==> src/rtl/mac_operand_sequencer.sv <==
// Fetches LEN operand pairs from the A/B banks, feeds the MAC with clear/next aligned to its pipeline,
// and presents the final partial sum; the result is held until res_ready, and new starts are ignored while busy.
module mac_operand_sequencer #(
    parameter int ADDR_W = 10,
    parameter int LEN_W  = 11,
    parameter int A_W    = 26,
    parameter int B_W    = 29,
    parameter int PSUM_W = 59
) (
    input  logic              clk,
    input  logic              reset_n,
    input  logic              start,
    input  logic [ADDR_W-1:0] base_a,
    input  logic [ADDR_W-1:0] base_b,
    input  logic [LEN_W-1:0]  len,
    output logic              busy,
    output logic              a_rd_en,
    output logic [ADDR_W-1:0] a_addr,
    input  logic [A_W-1:0]    a_rdata,
    output logic              b_rd_en,
    output logic [ADDR_W-1:0] b_addr,
    input  logic [B_W-1:0]    b_rdata,
    output logic [A_W-1:0]    mac_a,
    output logic [B_W-1:0]    mac_b,
    output logic              mac_clear,
    output logic              mac_next,
    input  logic [PSUM_W-1:0] mac_psum,
    output logic              res_valid,
    input  logic              res_ready,
    output logic [PSUM_W-1:0] res_data
);

    typedef enum logic [2:0] {
        S_IDLE   = 3'd0,
        S_CLR    = 3'd1,
        S_ISSUE  = 3'd2,
        S_DRAIN  = 3'd3,
        S_RESULT = 3'd4
    } state_t;

    state_t              state_q, state_d;
    logic [ADDR_W-1:0]   base_a_q, base_b_q;
    logic [LEN_W-1:0]    len_q;
    logic [LEN_W-1:0]    idx_q, idx_d;
    logic [2:0]          vld_q;
    logic [PSUM_W-1:0]   res_data_q, res_data_d;
    logic                issue;
    logic                capture;
    logic                accept;

    assign accept = (state_q == S_IDLE) && start;

    always_comb begin
        state_d    = state_q;
        idx_d      = idx_q;
        issue      = 1'b0;
        capture    = 1'b0;
        res_data_d = res_data_q;
        case (state_q)
            S_IDLE: begin
                if (start) begin
                    state_d = S_CLR;
                end
            end
            S_CLR: begin
                idx_d   = '0;
                state_d = (len_q != '0) ? S_ISSUE : S_DRAIN;
            end
            S_ISSUE: begin
                issue = 1'b1;
                idx_d = idx_q + LEN_W'(1);
                if (idx_q == len_q - LEN_W'(1)) begin
                    state_d = S_DRAIN;
                end
            end
            S_DRAIN: begin
                // Empty valid pipe means the last mac_next was the previous cycle,
                // so its accumulate is now visible on mac_psum.
                if (vld_q == 3'b000) begin
                    capture    = 1'b1;
                    res_data_d = mac_psum;
                    state_d    = S_RESULT;
                end
            end
            S_RESULT: begin
                if (res_ready) begin
                    state_d = S_IDLE;
                end
            end
            default: begin
                state_d = S_IDLE;
            end
        endcase
    end

    always_ff @(posedge clk) begin
        if (!reset_n) begin
            state_q    <= S_IDLE;
            base_a_q   <= '0;
            base_b_q   <= '0;
            len_q      <= '0;
            idx_q      <= '0;
            vld_q      <= '0;
            res_data_q <= '0;
        end else begin
            state_q    <= state_d;
            idx_q      <= idx_d;
            vld_q      <= {vld_q[1:0], issue};
            res_data_q <= res_data_d;
            if (accept) begin
                base_a_q <= base_a;
                base_b_q <= base_b;
                len_q    <= len;
            end
        end
    end

    assign busy      = (state_q != S_IDLE);
    assign a_rd_en   = issue;
    assign b_rd_en   = issue;
    assign a_addr    = issue ? (base_a_q + idx_q[ADDR_W-1:0]) : '0;
    assign b_addr    = issue ? (base_b_q + idx_q[ADDR_W-1:0]) : '0;
    // Operands are forced to zero outside valid beats to keep the multiplier quiet.
    assign mac_a     = vld_q[0] ? a_rdata : '0;
    assign mac_b     = vld_q[0] ? b_rdata : '0;
    assign mac_clear = (state_q == S_CLR);
    assign mac_next  = vld_q[2];
    assign res_valid = (state_q == S_RESULT);
    assign res_data  = res_data_q;

endmodule

==> config.mk <==
export PLATFORM = sky130hd
export DESIGN_NAME = mac_operand_sequencer
export DESIGN_NICKNAME = d
export VERILOG_FILES = /design/src/rtl/mac_operand_sequencer.sv
export SDC_FILE = /design/constraint.sdc
export NUM_CORES = 1
export LEC_CHECK = 0
export ABC_AREA = 1
export CAP_MARGIN = 20
export CORE_ASPECT_RATIO = 0.7
export CORE_UTILIZATION = 43
export CTS_CLUSTER_SIZE = 10
export DETAILED_ROUTE_END_ITERATION = 7
export PLACE_DENSITY_LB_ADDON = 0.25
export SETUP_SLACK_MARGIN = 0.5
export SLEW_MARGIN = 25
export SYNTH_ARGS = -nofsm -noshare
export SYNTH_HDL_FRONTEND = slang
export SYNTH_SLANG_ARGS = --single-unit
==> constraint.sdc <==
create_clock -name clk -period 6.2 [get_ports clk]
set_input_delay 1.24 -clock clk [delete_from_list [all_inputs] [get_ports clk]]
set_output_delay 1.24 -clock clk [all_outputs]
set_load 0.01 [all_outputs]
Yosys cells after proc, flatten, opt, wreduce, memory -nomap -nowiden. Index checks and enable logic that the tools add are counted.

Output and inout bits: 140. Input port bits: 149. Register bits: 107. Word-level logic and storage cells: 40.

Eq/ne operators: 9. Mux-type cells: 12. Reductions and logical operators: 8. Add/sub/neg operators: 4.

Operators with widths (number): 29-bit 2-to-1 mux (1); 26-bit 2-to-1 mux (1); 11-bit one-hot mux with 2 select lines (1); 10-bit adder (2); 10-bit 2-to-1 mux (2); 3-bit one-hot mux with 5 select lines (1); 3-bit 2-to-1 mux (4); 11-bit by 1-bit adder with 11-bit output, second input constant (1); 11-bit equality test (1); 11-bit nonzero test (1); 11-bit by 1-bit subtractor with 11-bit output, second input constant (1); 3-bit by 2-bit equality test with 1-bit output, second input constant (2); 3-bit logical NOT (2); 2-bit inequality test, second input constant (3); 4-bit AND reduction (1); 3-bit by 1-bit equality test with 1-bit output, second input constant (1); 3-bit equality test, second input constant (1); 3-bit nonzero test (1); 1-bit 2-to-1 mux (2); 2-bit by 1-bit inequality test with 1-bit output, second input constant (1); 2-bit AND reduction (1); 2-bit nonzero test (1); 1-bit logical AND (1).

Longest topological paths before layout. Gate-level depths: netlist of run 1.

Depth after elaboration: 4. Mapped depth: 14. Gate-level depth less buffers: 14.

Least setup slack after synthesis of run 1. OpenSTA, ideal clock, no wires.

Kind: reg2out. From: register idx_q[0]. To: output port a_addr[8]. Required time: 4960 ps. Buffers on the path: 0. Setup slack: 3065 ps. Arrival: 1895 ps. Cell stages (with the launch flop): 11. Path through: dfxtp_1 ha_1 fa_1 nand3_1 nand2_1 a21o_1 a21oi_1 nor2_1 o21ai_1 a21oi_1 nor2_1.

Word-level cells in the longest chain between the ends: 2.

Ends and longest elaborated chain: start, declared (line 44) `logic [LEN_W-1:0] idx_q, idx_d;`; start signal, assigned (line 107) `idx_q <= idx_d;`; 10-bit adder (line 121) `assign a_addr = issue ? (base_a_q + idx_q[ADDR_W-1:0]) : '0;`; 10-bit 2-to-1 mux (line 121); end, declared (line 18) `output logic [ADDR_W-1:0] a_addr,`.

Every way passes these cells.

Worst setup path in the final report of run 1. Same ends and word-level chain as after synthesis.

==> results of run 1 <==
## metal layers
layer | part of all wire (%) | GRT usage (%) | routed length (µm)
met3 | 7.8 | 7.08 | 1420
met2 | 46 | 45.5 | 8350
met4 | 2.4 | 8.03 | 433
met5 | 0 | 0 | 0
met1 | 44 | 34.8 | 8030
## how the worst max path moves through the flow
| stage | start | endpoint | slack, ns | cells after the start |
|---|---|---|---|---|
| 5_1_grt | idx_q[0] | a_addr[8] | 1.75 | 11 |
| 6_report | idx_q[0] | a_addr[8] | 2.04 | 11 |
| 3_5_place_dp | a_rdata[5] | mac_a[5] | 2.39 | 4 |
| 4_1_cts | idx_q[0] | a_addr[8] | 2.04 | 11 |
| 2_1_floorplan | idx_q[0] | a_addr[8] | 3.07 | 10 |
| 3_3_place_gp | a_rdata[5] | mac_a[5] | 2.36 | 4 |
## Yosys cell counts, types with 2 or more instances
cell type / count
a211oi_1: 3
a21o_1: 4
a21oi_1: 67
a221oi_1: 2
a22oi_1: 2
a311oi_1: 2
a31oi_1: 2
buf_1: 4
buf_2: 2
buf_4: 4
clkbuf_1: 29
dfxtp_1: 107
fa_1: 2
ha_1: 20
inv_1: 121
inv_2: 4
nand2_1: 114
nand2_2: 2
nand3_1: 28
nand4_1: 3
nor2_1: 149
nor2_2: 3
nor3_1: 5
nor3_2: 3
o211ai_1: 2
o21ai_0: 110
o21ai_1: 2
or2_2: 2
xnor2_1: 2
xnor3_1: 2
xor2_1: 7
## area by class of cell
cell class	count	area share (%)
Clock buffer	10	2.72
Clock inverter	6	0.726
Inverter	125	5.35
Multi-Input combinational cell	544	31.4
Timing Repair Buffer	291	33.0
Tap cell	162	2.31
Antenna cell	1	0.0285
Sequential cell	107	24.4
## registers in the layout, summed over array words and instances, names as in the netlist
name	flops
base_a_q	10
base_b_q	10
idx_q	11
len_q	11
res_data	59
state_q	3
vld_q	3
## report_power, final
part           leakage (µW)  internal, µW  total (µW)  switching, µW
sequential         0.000872           753         812           59.2
combinational       0.00304           273         560            287
clock              0.000146           296         580            283
## cells by family (layout without fill, tap and decap cells)
group,count (synthesis),after routing
adder cells (fa/ha/maj),22,22
other,0,1
AND/OR/NAND/NOR,312,312
AO/OA/AOI/OAI,199,199
buffers and inverters,165,432
flip-flops,107,107
XOR/XNOR,11,11
## worst max-delay path: cells and delay by family, from the launching register on
kind	cells	cell delay [ns]
DFF	1	0.41
buffers and inverters	1	0.54
adders and majority gates	2	0.69
AOI/OAI and AO/OA	4	0.61
and+or+nand+nor	4	0.33
## through the flow
step	total power, µW	setup slack (ns)	cell area (µm²)	instances
2_1_floorplan	1110	3.07	5530	816
3_3_place_gp	1370	2.36	8470	1229
3_5_place_dp	1380	2.39	8470	1229
4_1_cts	1960	2.04	8770	1245
5_1_grt	2070	1.75	8790	1246
6_report	1950	2.04	8790	1246
==> impl_metrics.tcl, run 1 <==
set metrics [dict create \
    crit_type "reg -> out" \
    syn_nets 987 \
    viasPerCell 4.87 \
    syn_inst 816 \
    worstSetupStartpointType "register" \
    worst_slew_pin_slew_ns 0.795 \
    async_reset_ff_share_pct 0 \
    crit_chain "ha_1, fa_1, nand3_1, nand2_1, a21o_1, a21oi_1, nor2_1, o21ai_1, a21oi_1, nor2_1, clkdlybuf4s50_1" \
    cts.path.max_buffers 2 \
    cts_buffers 9 \
    syn_area_um2 5530 \
    synthXorXnorAreaFrac_pct 2.24 \
    fin_nets 1249 \
    ys_ff_latch 107 \
    hold_ws_ns 0.428 \
    status "complete, no violations" \
    synth_compound_gate_area_share_pct 19.2 \
    cts_max_level 3 \
    synth_edf_count 0 \
    synth_top_area_share_pct 38.8 \
    syn2layout_area_growth_pct 59.0 \
    yosysSeqAreaShare_pct 38.8 \
    rsz0062_at_grt "no" \
    die_x_um 137 \
    cellLeakagePower_uw 0.00406 \
    rows 34 \
    setup_tns_ns 0 \
    synth_area_per_cell_um2 6.77 \
    drtPass1Iterations 5 \
    clock_latency_ns 0.34 \
    cts_post_setup_buffers_inserted 0 \
    synth_top_area_cell "dfxtp_1" \
    post_route_cells_drive_above_1_share_pct 3.69 \
    r2r_cells 7 \
    final_antenna_net_count 0 \
    drt_iter0_drc 338 \
    r2r_end "res_data[40]" \
    num_vias 6065 \
    power.density_nw_per_um2 222 \
    hold_path_startpoint "vld_q[1]" \
    synth_ff_type "dfxtp_1" \
    post_cts_resized 0 \
    drc 0 \
    synth_fa_ha_area_share_pct 5.25 \
    mostFrequentLayoutCell "clkdlybuf4s50_1" \
    cp-end-kind "output pin" \
    grt_max_degree 64 \
    whs_path_depth 2 \
    port-buffer-count 288 \
    hold_viol 0 \
    place_congestion 0.882 \
    crit_fanout 7 \
    regToRegSetupSlack_ns 3.46 \
    slowest_stage "clkdlybuf4s50_1" \
    fill_cells 1059 \
    arrival_ns 2.92 \
    dp_hpwl_mm 13.6 \
    initial_core_util_pct 44.3 \
    min_path_type "reg -> reg" \
    ir_drop_v 0.000205 \
    routed_wirelength_mm 18.2 \
    first_global_vias 5703 \
    track_usage_pct 27.5 \
    yosys_warnings 0 \
    maxCapViolCount 0 \
    post_drt_wl_per_cell_um 14.6 \
    layout_min_cycle_time_ns 4.16 \
    path_clk_slew_ns 0.07 \
    die_area_um2 13300 \
    fin_util_pct 70.5 \
    cts_num_sinks 107 \
    synth_mux_area_share_pct 0 \
    seqCellArea_um2 2150 \
    max_clock_freq_mhz 241 \
    core-area_um2 12500 \
    synth_top_family_by_area "simple AND/OR/NAND/NOR gates" \
    cts_root_buf "clkbuf_16" \
    gr-total-overflow 0 \
    cts_tree "done" \
    max_stage_delay_ns 0.54 \
    holdPathEnd "vld_q[2]" \
    cp.required_ns 4.96 \
    grt_pass1_wl_mm 28.7 \
    die_h_um 96.8 \
    relSlewSlack_pct 47.0 \
    synth-simple-area-share_pct 23.0 \
    cts_hold_buf 0 \
    final_cell_mix "287 x clkdlybuf4s50_1, 149 x nor2_1, 121 x inv_1" \
    setup_viol 0 \
    timing.rr.start "vld_q[0]" \
    grt_antenna_before_repair 1 \
    synth.distinct_cells 38 \
    finClkSkew_ns 0.00765 \
    timing.final.crit_share_pct 67.1 \
    slew_viol_final 0 \
    synthTopCellsByArea "dfxtp_1 39%, nor2_1 10%, o21ai_0 10%" \
    multi_input_area_um2 2760 \
    io_pins 289 \
]
Power figures use the tool's default switching activity.
==> inputs of run 2 (changes only) <==
Settings changed: CORE_UTILIZATION 43 to 40.
Clock period 6.2 ns to 4.4 ns, I/O delays scaled along.
==> run 2 against run 1 <==
  * Wire length is 0.88% higher
  * Flip-flop and latch count stayed put
  * Clock power is 44% higher
==> impl_metrics.tcl, run 2 (synthesis results as in run 1) <==
set metrics [dict create \
    slowest_stage "clkdlybuf4s50_1" \
    place_congestion 0.866 \
    status "complete, no violations" \
    cts_max_level 3 \
    gr-total-overflow 0 \
    cts.path.max_buffers 2 \
    seqCellArea_um2 2140 \
    crit_fanout 7 \
    cts_num_sinks 107 \
    setup_viol 0 \
    die_x_um 142 \
    cp.required_ns 3.52 \
    crit_path_start "idx_q[0]" \
    die_area_um2 14300 \
    max_stage_delay_ns 0.54 \
    die_h_um 100 \
    relSlewSlack_pct 32.7 \
    rows 35 \
    core-area_um2 13300 \
    port-buffer-count 288 \
    worst_slew_pin_slew_ns 1.01 \
    place_ws_ns 0.999 \
    first_global_vias 5625 \
    hold_viol 0 \
    whs_path_depth 2 \
    hold_path_startpoint "vld_q[1]" \
    power.density_nw_per_um2 314 \
    post_route_cells_drive_above_1_share_pct 3.97 \
    maxCapViolCount 0 \
    timing.final.crit_share_pct 84.9 \
    post_drt_wl_per_cell_um 14.5 \
    path_clk_slew_ns 0.07 \
    min_path_type "reg -> reg" \
    setup_tns_ns 0 \
    drc 0 \
    ir_drop_v 0.000228 \
    fill_cells 1143 \
    timing.rr.start "vld_q[0]" \
    dpl_cell_area_um2 8510 \
    finClkSkew_ns 0.00880 \
    final_area_um2 8830 \
    io_pins 289 \
    drtPass1Iterations 5 \
    slew_viol_final 0 \
    syn2layout_area_growth_pct 59.8 \
    cts_tree "done" \
    multi_input_area_um2 2770 \
    cellLeakagePower_uw 0.00407 \
    max_clock_freq_mhz 268 \
    cts_buffers 9 \
    mostFrequentLayoutCell "clkdlybuf4s50_1" \
    layout_min_cycle_time_ns 3.74 \
    worstSetupStartpointType "register" \
    final_cell_mix "287 x clkdlybuf4s50_1, 149 x nor2_1, 121 x inv_1" \
    clock_latency_ns 0.34 \
    arrival_ns 2.86 \
    setup_ws_ns 0.663 \
    track_usage_pct 25.2 \
    cts_post_setup_buffers_inserted 0 \
    dp_hpwl_mm 13.6 \
    final_antenna_net_count 0 \
    r2r_cells 7 \
    fin_nets 1250 \
    grt_antenna_before_repair 0 \
    rsz0062_at_grt "yes" \
    grt_max_degree 63 \
    cp-end-kind "output pin" \
    hold_ws_ns 0.433 \
    viasPerCell 4.76 \
    cts_root_buf "clkbuf_16" \
    diodes 0 \
    largest_reg_flops 59 \
    initial_core_util_pct 41.5 \
    crit_type "reg -> out" \
    num_vias 6036 \
    grt_pass1_wl_mm 28.3 \
    crit_chain "ha_1, fa_1, nand3_1, nand2_1, a21o_1, a21oi_2, nor2_1, o21ai_1, a21oi_1, nor2_1, clkdlybuf4s50_1" \
    drt_iter0_drc 287 \
    fin_util_pct 66.3 \
    cpMostUsedCell "nor2_1" \
    routed_wirelength_mm 18.4 \
]
## run 2: cell count changes in the layout (fill, tap and decap cells not counted), sizes merged
cell and change:
diode -1, buf +1, inv -1, bufinv +1
clkinvlp -1, clkbuf -1, clkinv +1
## run 2: metrics by stage
step	total power, µW	cells
floorplan	1560	816
global placement	1930	1253
detailed placement	1950	1253
CTS	2790	1268
global route	2930	1268
finish	2770	1268
## run 2: worst max-delay path: cells and delay by family, from the launching register on
kind	cells	cell delay [ns]
AOI/OAI and AO/OA	4	0.58
adders and majority gates	2	0.68
and+or+nand+nor	4	0.33
buffers and inverters	1	0.54
DFF	1	0.39
## run 2: area by class of cell
cell class              instances  share of cell area [%]
flip-flops and latches        107                    24.3
repair buffers                292                    32.9
multi-input cells             544                    31.3
inverters                     125                    5.33
clock inverters                 6                   0.950
clock buffers                   9                    2.55
well taps                     185                    2.62
## run 2: routing by layer
layer	GRT usage, %	routed length (µm)	vias up
met5	0	0	-
met1	31.9	8040	2702
met4	5.46	193	0
met3	7.20	1470	12
li1	-	-	3122
met2	42.4	8700	200
## run 2: worst paths after layout
path | end | slack [ns]
worst min register to register | vld_q[2] | 0.43
worst max-delay path | a_addr[8] | 0.66
worst max register to register | res_data[36] | 1.40
worst min-delay path | vld_q[2] | 0.43
## run 2: power by group
group	internal, µW	switching (µW)
clock	453	383
sequential	1060	83.2
combinational	387	406
total	1900	873
## run 2: repair_timing
item                       CTS  global route
hold buffers                 0             0
setup endpoints to repair    0             2
gates resized for setup      0             3
